--- config.mk ---
export PLATFORM = sky130hd
export DESIGN_NAME = io_capture_ctrl_flat
export DESIGN_NICKNAME = d
export VERILOG_FILES = /design/src/rtl/io_capture_pkg.sv /design/src/rtl/io_capture_ctrl_if.sv /design/src/rtl/io_capture_ctrl_cap_fifo.sv /design/src/rtl/io_capture_ctrl.sv /design/src/flat_wrapper.sv
export SDC_FILE = /design/constraint.sdc
export NUM_CORES = 1
export LEC_CHECK = 0
export ABC_CLOCK_PERIOD_IN_PS = 3800
export BUFFER_PORTS_ARGS = -buffer_cell sky130_fd_sc_hd__buf_4
export CORE_UTILIZATION = 50
export CTS_CLUSTER_DIAMETER = 30
export CTS_CLUSTER_SIZE = 8
export DETAILED_ROUTE_END_ITERATION = 8
export GPL_ROUTABILITY_DRIVEN = 0
export PLACE_DENSITY = 0.69
export REMOVE_ABC_BUFFERS = 1
export SLEW_MARGIN = 20
export SYNTH_ARGS = -nofsm -noshare
export SYNTH_HDL_FRONTEND = slang
export SYNTH_SLANG_ARGS = --single-unit
--- constraint.sdc ---
create_clock -name clk -period 3.8 [get_ports clk]
set_input_delay 0.38 -clock clk [delete_from_list [all_inputs] [get_ports clk]]
set_output_delay 0.38 -clock clk [all_outputs]
set_load 0.02 [all_outputs]
--- src/rtl/io_capture_pkg.sv ---
// io_capture_pkg: shared state enum, default sync word and FIFO word type for io_capture_ctrl
package io_capture_pkg;
    typedef enum logic [1:0] {IDLE, HUNT, STREAM, CHECK} cap_state_e;
    localparam logic [15:0] SYNC_WORD_DEFAULT = 16'hA5C3;
    typedef struct packed {
        logic        last;
        logic [15:0] data;
    } cap_word_t;
endpackage

--- src/rtl/io_capture_ctrl_if.sv ---
// io_capture_ctrl_if: payload valid/ready stream from io_capture_ctrl to the demodulator
interface io_capture_ctrl_if;
    logic        m_valid;
    logic [15:0] m_data;
    logic        m_last;
    logic        m_ready;
    modport master (output m_valid, m_data, m_last, input m_ready);
    modport slave (input m_valid, m_data, m_last, output m_ready);
endinterface

--- src/rtl/io_capture_ctrl_cap_fifo.sv ---
// cap_fifo: synchronous payload FIFO of cap_word_t; head is presented straight from storage flops
module cap_fifo import io_capture_pkg::*; #(
    parameter int DEPTH = 4
) (
    input  logic      clk,
    input  logic      rst,
    input  logic      flush,
    input  logic      push,
    input  logic      pop,
    input  cap_word_t push_word,
    output cap_word_t out_word,
    output logic      full,
    output logic      empty
);
    localparam int AW = $clog2(DEPTH);
    cap_word_t     mem_q [DEPTH];
    cap_word_t     mem_d [DEPTH];
    logic [AW-1:0] wr_q, wr_d, rd_q, rd_d;
    logic [AW:0]   cnt_q, cnt_d;
    assign full     = cnt_q == (AW+1)'(DEPTH);
    assign empty    = cnt_q == '0;
    assign out_word = mem_q[rd_q];
    always_comb begin
        mem_d = mem_q;
        if (push) mem_d[wr_q] = push_word;
        wr_d  = flush ? '0 : wr_q + AW'(push);
        rd_d  = flush ? '0 : rd_q + AW'(pop);
        cnt_d = flush ? '0 : cnt_q + (AW+1)'(push) - (AW+1)'(pop);
    end
    always_ff @(posedge clk or posedge rst) begin
        if (rst) begin
            mem_q <= '{default: '0};
            wr_q  <= '0;
            rd_q  <= '0;
            cnt_q <= '0;
        end else begin
            mem_q <= mem_d;
            wr_q  <= wr_d;
            rd_q  <= rd_d;
            cnt_q <= cnt_d;
        end
    end
endmodule

--- src/rtl/io_capture_ctrl.sv ---
// io_capture_ctrl: sync hunt and flywheel frame lock feeding a payload FIFO stream.
// Define IO_CAPTURE_STATS_EN to add the frame_cnt output.
module io_capture_ctrl import io_capture_pkg::*; #(
    parameter int          FRAME_LEN     = 64,
    parameter logic [15:0] SYNC_WORD     = SYNC_WORD_DEFAULT,
    parameter int          FIFO_DEPTH    = 4,
    parameter int          LOCK_MISS_MAX = 2
) (
    input  logic                     clk,
    input  logic                     rst,
    input  logic                     enable,
    input  logic [15:0]              sample_in,
    io_capture_ctrl_if.master        m,
    output logic                     locked,
    output logic                     overflow
`ifdef IO_CAPTURE_STATS_EN
    ,
    output logic [15:0]              frame_cnt
`endif
);
    localparam int CW = $clog2(FRAME_LEN);
    localparam int MW = $clog2(LOCK_MISS_MAX + 1);
    cap_state_e    state_q, state_d;
    logic [CW-1:0] cnt_q, cnt_d;
    logic [MW-1:0] miss_q, miss_d;
    logic          locked_q, locked_d, ovf_q, ovf_d;
    logic          full, empty, pop, push, push_ok, sync_hit, last_word;
    cap_word_t     push_word, out_word;
    assign sync_hit  = sample_in == SYNC_WORD;
    assign last_word = cnt_q == CW'(FRAME_LEN - 1);
    assign pop       = !empty && m.m_ready;
    assign push      = enable && state_q == STREAM;
    // a full FIFO still takes the word when the head leaves in the same cycle
    assign push_ok   = push && (!full || pop);
    assign push_word = '{last: last_word, data: sample_in};
    cap_fifo #(.DEPTH(FIFO_DEPTH)) u_fifo (
        .clk       (clk),
        .rst       (rst),
        .flush     (!enable),
        .push      (push_ok),
        .pop       (pop),
        .push_word (push_word),
        .out_word  (out_word),
        .full      (full),
        .empty     (empty)
    );
    always_comb begin
        state_d  = state_q;
        cnt_d    = cnt_q;
        miss_d   = miss_q;
        locked_d = locked_q;
        ovf_d    = ovf_q || (push && !push_ok);
        if (!enable) begin
            state_d  = IDLE;
            locked_d = 1'b0;
        end else begin
            case (state_q)
                IDLE: begin
                    state_d = HUNT;
                    ovf_d   = 1'b0;
                end
                HUNT: if (sync_hit) begin
                    state_d  = STREAM;
                    cnt_d    = '0;
                    miss_d   = '0;
                    locked_d = 1'b1;
                end
                STREAM: begin
                    cnt_d   = last_word ? '0 : cnt_q + CW'(1);
                    state_d = last_word ? CHECK : STREAM;
                end
                CHECK: begin
                    // a missed sync slot is swallowed as if it were the sync word
                    miss_d = sync_hit ? '0 : miss_q + MW'(1);
                    if (!sync_hit && int'(miss_q) + 1 >= LOCK_MISS_MAX) begin
                        state_d  = HUNT;
                        locked_d = 1'b0;
                    end else begin
                        state_d = STREAM;
                    end
                end
                default: state_d = IDLE;
            endcase
        end
    end
    always_ff @(posedge clk or posedge rst) begin
        if (rst) begin
            state_q  <= IDLE;
            cnt_q    <= '0;
            miss_q   <= '0;
            locked_q <= 1'b0;
            ovf_q    <= 1'b0;
        end else begin
            state_q  <= state_d;
            cnt_q    <= cnt_d;
            miss_q   <= miss_d;
            locked_q <= locked_d;
            ovf_q    <= ovf_d;
        end
    end
    assign m.m_valid = !empty;
    assign m.m_data  = out_word.data;
    assign m.m_last  = out_word.last;
    assign locked    = locked_q;
    assign overflow  = ovf_q;
`ifdef IO_CAPTURE_STATS_EN
    logic [15:0] frame_cnt_q, frame_cnt_d;
    assign frame_cnt_d = frame_cnt_q + 16'(pop && out_word.last);
    always_ff @(posedge clk or posedge rst) begin
        if (rst) frame_cnt_q <= '0;
        else frame_cnt_q <= frame_cnt_d;
    end
    assign frame_cnt = frame_cnt_q;
`endif
endmodule

--- src/flat_wrapper.sv ---
// flat-port wrapper written by rule: the top's interface ports become plain ports
module io_capture_ctrl_flat import io_capture_pkg::*;
#(
    parameter int          FRAME_LEN     = 64,
    parameter logic [15:0] SYNC_WORD     = SYNC_WORD_DEFAULT,
    parameter int          FIFO_DEPTH    = 4,
    parameter int          LOCK_MISS_MAX = 2
)
  (clk, rst, enable, sample_in, locked, overflow, m_m_valid, m_m_data, m_m_last, m_m_ready);
  io_capture_ctrl_if m_i ();
  input  logic clk;
  input  logic rst;
  input  logic enable;
  input  logic [15:0] sample_in;
  output logic locked;
  output logic overflow;
  output wire logic [$bits(m_i.m_valid)-1:0] m_m_valid;
  output wire logic [$bits(m_i.m_data)-1:0] m_m_data;
  output wire logic [$bits(m_i.m_last)-1:0] m_m_last;
  input wire logic [$bits(m_i.m_ready)-1:0] m_m_ready;
  assign m_m_valid = m_i.m_valid;
  assign m_m_data = m_i.m_data;
  assign m_m_last = m_i.m_last;
  assign m_i.m_ready = m_m_ready;
  io_capture_ctrl #(.FRAME_LEN(FRAME_LEN), .SYNC_WORD(SYNC_WORD), .FIFO_DEPTH(FIFO_DEPTH), .LOCK_MISS_MAX(LOCK_MISS_MAX)) u_core (.clk(clk), .rst(rst), .enable(enable), .sample_in(sample_in), .m(m_i), .locked(locked), .overflow(overflow));
endmodule
# Word-level counts from Yosys, hierarchy flattened
# Index checks and enable logic that the tools add are counted.
dict set report totals {
  regBits 87
  latch_bits 0
  ram_bits 0
  rom_bits 0
  output_inout_bits 20
  memories 0
}
dict set report op_classes {
  addsub 7
  mul 0
  div_mod_pow 0
  n_lt_le_gt_ge 4
  n_eq_ne 10
  n_shift 0
  mux 26
  bitwise 2
  n_reduce_logical 19
}
# op n
set ops {}
lappend ops {{68-bit bitwise mux} 1}
lappend ops {{17-bit two-way mux} 3}
lappend ops {{17-bit binary-select mux with 2-bit select} 1}
lappend ops {{17-bit demux with 2-bit select} 1}
lappend ops {{32-bit by 3-bit >= comparator with 1-bit output (second input constant)} 1}
lappend ops {{16-bit == test (second input constant)} 1}
lappend ops {{2-bit two-way mux} 7}
lappend ops {{6-bit two-way mux} 2}
lappend ops {{6-bit one-hot mux with 2 select lines} 1}
lappend ops {{3-bit AND reduction} 3}
lappend ops {{2-bit one-hot mux with 4 select lines} 1}
lappend ops {{6-bit by 1-bit adder with 6-bit output (second input constant)} 1}
lappend ops {{6-bit == test (second input constant)} 1}
lappend ops {{3-bit >= comparator (second input constant)} 2}
lappend ops {{1-bit logical AND} 6}
lappend ops {{1-bit two-way mux} 6}
lappend ops {{3-bit by 2-bit inequality test with 1-bit output (second input constant)} 2}
lappend ops {{2-bit NOT with 3-bit output} 2}
lappend ops {{2-bit by 1-bit adder with 2-bit output} 2}
lappend ops {{2-bit == test (second input constant)} 2}
lappend ops {{1-bit zero test} 4}
lappend ops {{2-bit one-hot mux with 2 select lines} 1}
lappend ops {{2-bit nonzero test} 2}
lappend ops {{2-bit by 1-bit adder with 3-bit output (second input constant)} 1}
lappend ops {{13 further kinds} 14}

# Logic depth before layout (Yosys ltp)
dict set report depth {
  ltp_word 10
  depth_mapped 11
  ltp_nobuf 10
}

# Modules after synthesis
# A second synthesis with hierarchy kept.
dict set report unflattened {
  cells_unflattened 273
  hier_area_um2 4057.6
}
# module n_inst cells_per_inst area_each_um2 seq_area_each_um2
set by_module_without_submodules {}
lappend by_module_without_submodules {cap_fifo 1 194 3320.7 1876.8}
lappend by_module_without_submodules {io_capture_ctrl 1 79 737.0 300.3}

# Least setup slack after synthesis
# Ideal clock, no wire load.
dict set report synth_timing {
  path_kind {flip-flop to flip-flop}
  from {register u_core.u_fifo.cnt_q[1]}
  to {register u_core.u_fifo.cnt_q[2]}
  arrival_ps 2252
  required_time_ps 3677
  setup_slack_ps 1425
  stages_incl_launch_ff 11
  period_less_slack_ps 2375
  path_cell_list {dfrtp_1 or4b_4 nand3_4 ha_1 inv_1 ha_1 inv_1 fa_1 xor2_1 xnor2_1 nor2_1}
}
dict set report synth_via {
  elab_chain_len 8
  elab_cells_between_ends 10
  classes_between {add/sub: 2; eq/ne: 1; mux: 1; reduce/logical: 6}
}
# item line
set synth_rtl {}
lappend synth_rtl {{start: declaration} io_capture_ctrl_cap_fifo.sv:19} ;# logic [AW:0] cnt_q, cnt_d;
lappend synth_rtl {{start signal: assignment} io_capture_ctrl_cap_fifo.sv:40} ;# cnt_q <= cnt_d;
lappend synth_rtl {{3-bit zero test} io_capture_ctrl_cap_fifo.sv:21} ;# assign empty = cnt_q == '0;
lappend synth_rtl {{1-bit zero test} io_capture_ctrl.sv:31} ;# assign pop = !empty && m.m_ready;
lappend synth_rtl {{1-bit logical AND} io_capture_ctrl.sv:31}
lappend synth_rtl {{1-bit logical OR} io_capture_ctrl.sv:34} ;# assign push_ok = push && (!full || pop);
lappend synth_rtl {{1-bit logical AND} io_capture_ctrl.sv:34}
lappend synth_rtl {{3-bit by 1-bit adder with 3-bit output} io_capture_ctrl_cap_fifo.sv:28} ;# cnt_d = flush ? '0 : cnt_q + (AW+1)'(push) - (AW+1)'(pop);
lappend synth_rtl {{3-bit by 1-bit subtractor with 3-bit output (*)} io_capture_ctrl_cap_fifo.sv:28}
lappend synth_rtl {{3-bit two-way mux (*)} io_capture_ctrl_cap_fifo.sv:28}
lappend synth_rtl {{net u_core.u_fifo.cnt_d[2]} io_capture_ctrl_cap_fifo.sv:19}
# The timed path passes the listed nets; every way through them passes the cells marked *.
# A chain may end at the register's enable or synchronous reset.

# Worst setup path in the final report
# Ends and elaborated chain as after synthesis.

==> results.json <==
{
  "grt_start_max_net_pins": 59,
  "fmax_ghz": 0.399,
  "drtAntennaViolNets": 0,
  "yosys.area.top_type": "dfrtp_1",
  "setup_violations": 0,
  "r2r_end": "u_core.u_fifo.cnt_q[2]",
  "final_cell_mix": "dfrtp_1 (87), mux2_2 (49), buf_4 (44)",
  "post_drt_wl_per_cell_um": 17.9,
  "synth_top_area_share_pct": 52.2,
  "crit_end": "u_core.u_fifo.cnt_q[2]",
  "synthCells": 275,
  "num_vias": 2391,
  "final_nets": 345,
  "final_common_cell": "dfrtp_1",
  "setup_tns_ns": 0,
  "async_flop_share_pct": 100,
  "hold_buffers": 0,
  "cp_data_arrival_time_ns": 2.74,
  "dieArea_um2": 8700,
  "ir_worst_vdd_v": 0.000391,
  "drc_errors": 0,
  "nFillCells": 608,
  "crit_slowest_cell": "or4b_4",
  "cp-startpoint": "u_core.u_fifo.cnt_q[1]",
  "r2r_start": "u_core.u_fifo.cnt_q[1]",
  "critical_path_class": "reg2reg",
  "synth_area_um2": 4170,
  "start_util_pct": 52.8,
  "worst_setup_path_end_kind": "register",
  "place_hpwl_um": 4920,
  "cts_tree": "built",
  "num_rows": 32,
  "drt_iter0_markers": 129,
  "status": "complete, no violations",
  "ctsResizeCount": 0,
  "die_y_um": 93.3,
  "max_stage_delay_ns": 0.56,
  "max_cap_violations": 0,
  "n_antenna_cell": 0,
  "p_total_mw": 2.10,
  "io_buffers": 39,
  "die_w_um": 93.3,
  "synthTopCellsByArea": "dfrtp_1 (52%), mux2_2 (13%), mux4_2 (9.2%)",
  "core-area_um2": 7890,
  "power_leakage_nw": 2.24,
  "io-pin-count": 40,
  "synth_ff_type": "dfrtp_1",
  "cts_setup_buffers": 0,
  "ys_seq_area_share_pct": 52.2,
  "fin_util_pct": 60.2,
  "synth_edf_count": 0,
  "rrSetupSlack_ns": 1.29,
  "regArea_um2": 2180,
  "hold_violations": 0,
  "dr.pass1.iters": 4,
  "start_kind": "register",
  "tightest_slew_ns": 0.957,
  "rsz0062_at_grt": "false",
  "critical_path_required_ns": 4.03,
  "numCtsBuffers": 9,
  "path_clk_slew_ns": 0.09,
  "multi_input_area_um2": 1870,
  "finalCritPeriodShare_pct": 66.0,
  "drive_above_1_share_pct": 47.8,
  "hp-class": "in2async",
  "h-tree-depth": 3,
  "powerDensity_nw_per_um2": 443,
  "avgViaCountPerCell": 5.64,
  "timing.final.crit_period_ns": 2.51,
  "grtUsageTotal_pct": 19.9,
  "yosysWarningCount": 0,
  "drt-total-wl_um": 7600,
  "cts_buffer_depth": 2,
  "path_cells": "or4b_4 -> nand3_4 -> ha_1 -> inv_1 -> ha_1 -> inv_1 -> fa_1 -> xor2_1 -> xnor2_1 -> nor2_1",
  "syn-mean-instance-area_um2": 15.2,
  "drv_slew": 0,
  "cts_root_buf": "clkbuf_8",
  "clk_latency_ns": 0.36,
  "synth.ff_latch_count": 87,
  "fin_skew_ns": 0.0128,
  "grt_antenna_before_repair": 0,
  "gr-total-overflow": 0,
  "ys_types": 50,
  "synthToLayoutAreaGrowth_pct": 13.9,
  "path_max_fanout": 5,
  "grt_pass1_wl_um": 13000,
  "clock_sinks": 87,
  "grt_pass1_vias": 2502,
  "rr_worst_depth": 10,
  "relSlewSlack_pct": 36.0
}
-- cell type report --
type                            count  share of cell area [%]
Multi-Input combinational cell    169                    39.3
Clock buffer                        9                    2.61
Inverter                            7                   0.580
Sequential cell                    87                    45.9
Tap cell                          102                    2.69
Timing Repair Buffer               44                    6.96
Clock inverter                      6                    1.95
-- worst min path at each step --
stage	depth (start not counted)	from	end	slack [ns]
2_1_floorplan	1	u_core.miss_q[1]	u_core.miss_q[1]	0.47
3_3_place_gp	2	rst	u_core.u_fifo.mem_q[32]	0.43
3_5_place_dp	2	rst	u_core.u_fifo.mem_q[32]	0.43
4_1_cts	2	rst	u_core.u_fifo.mem_q[32]	0.04
5_1_grt	2	rst	u_core.u_fifo.mem_q[32]	0.06
6_report	2	rst	u_core.u_fifo.mem_q[32]	0.04
-- through the flow --
stage          setup WS (ns)  area (um2)  std cells  hold WS (ns)
2_1_floorplan           1.17        4070        263         0.466
3_3_place_gp            1.34        4530        409         0.431
3_5_place_dp            1.28        4530        409         0.432
4_1_cts                 1.29        4750        424        0.0397
5_1_grt                 1.17        4750        424        0.0618
6_report                1.29        4750        424        0.0390
-- where the power goes --
group | total, mW | switching (mW) | internal [mW]
logic | 0.371 | 0.175 | 0.196
clock network | 0.709 | 0.338 | 0.371
registers | 1.02 | 0.0628 | 0.961
-- per-layer routing --
metal  track usage, %  part of all wire (%)  vias to the layer above
met3             5.45                   3.4                        6
met5                0                     0                        -
met4             4.23                  0.86                        0
met2             31.7                    49                       35
met1             27.5                    47                     1245
li1                 -                     -                     1105
-- Yosys cell counts (all sizes together), types with 2 or more instances --
cell,n
nor3b,3
nor4bb,2
nand4,2
xnor2,3
ha,6
o31a,2
inv,7
clkbuf,5
mux4,17
buf,7
nand2,7
a21oi,5
mux2,69
nor2,11
a211oi,2
dfrtp,87
o21ai,2
nand3,5
nand2b,3
nor3,5
and2,4
-- sequential cells by signal, summed over array words and instances, names as in the netlist --
name	flops
u_core.cnt_q	6
u_core.locked	1
u_core.u_fifo.wr_q	2
u_core.u_fifo.cnt_q	3
u_core.u_fifo.rd_q	2
u_core.miss_q	2
u_core.state_q	2
u_core.u_fifo.mem_q	68
u_core.overflow	1
-- cell families (layout without fill, tap and decap cells) --
group                      Yosys count  count (layout)  share of synthesized area (%)
and+or+nand+nor                     51              51                           8.44
buffers and inverters               19              66                           2.97
adders and majority gates            7               7                           2.28
muxes                               86              86                           29.6
AOI/OAI and AO/OA                   21              21                           3.60
DFF                                 87              87                           52.2
xor gates and xnor gates             4               4                          0.841
-- worst max-delay path: cells and delay by family, from the launching register on --
kind,cells,cell delay [ns]
flops,1,0.44
fa+ha+maj,3,0.75
buf+inv,2,0.11
xor+xnor,2,0.31
simple gates,3,0.79
Power figures use the tool's default switching activity.
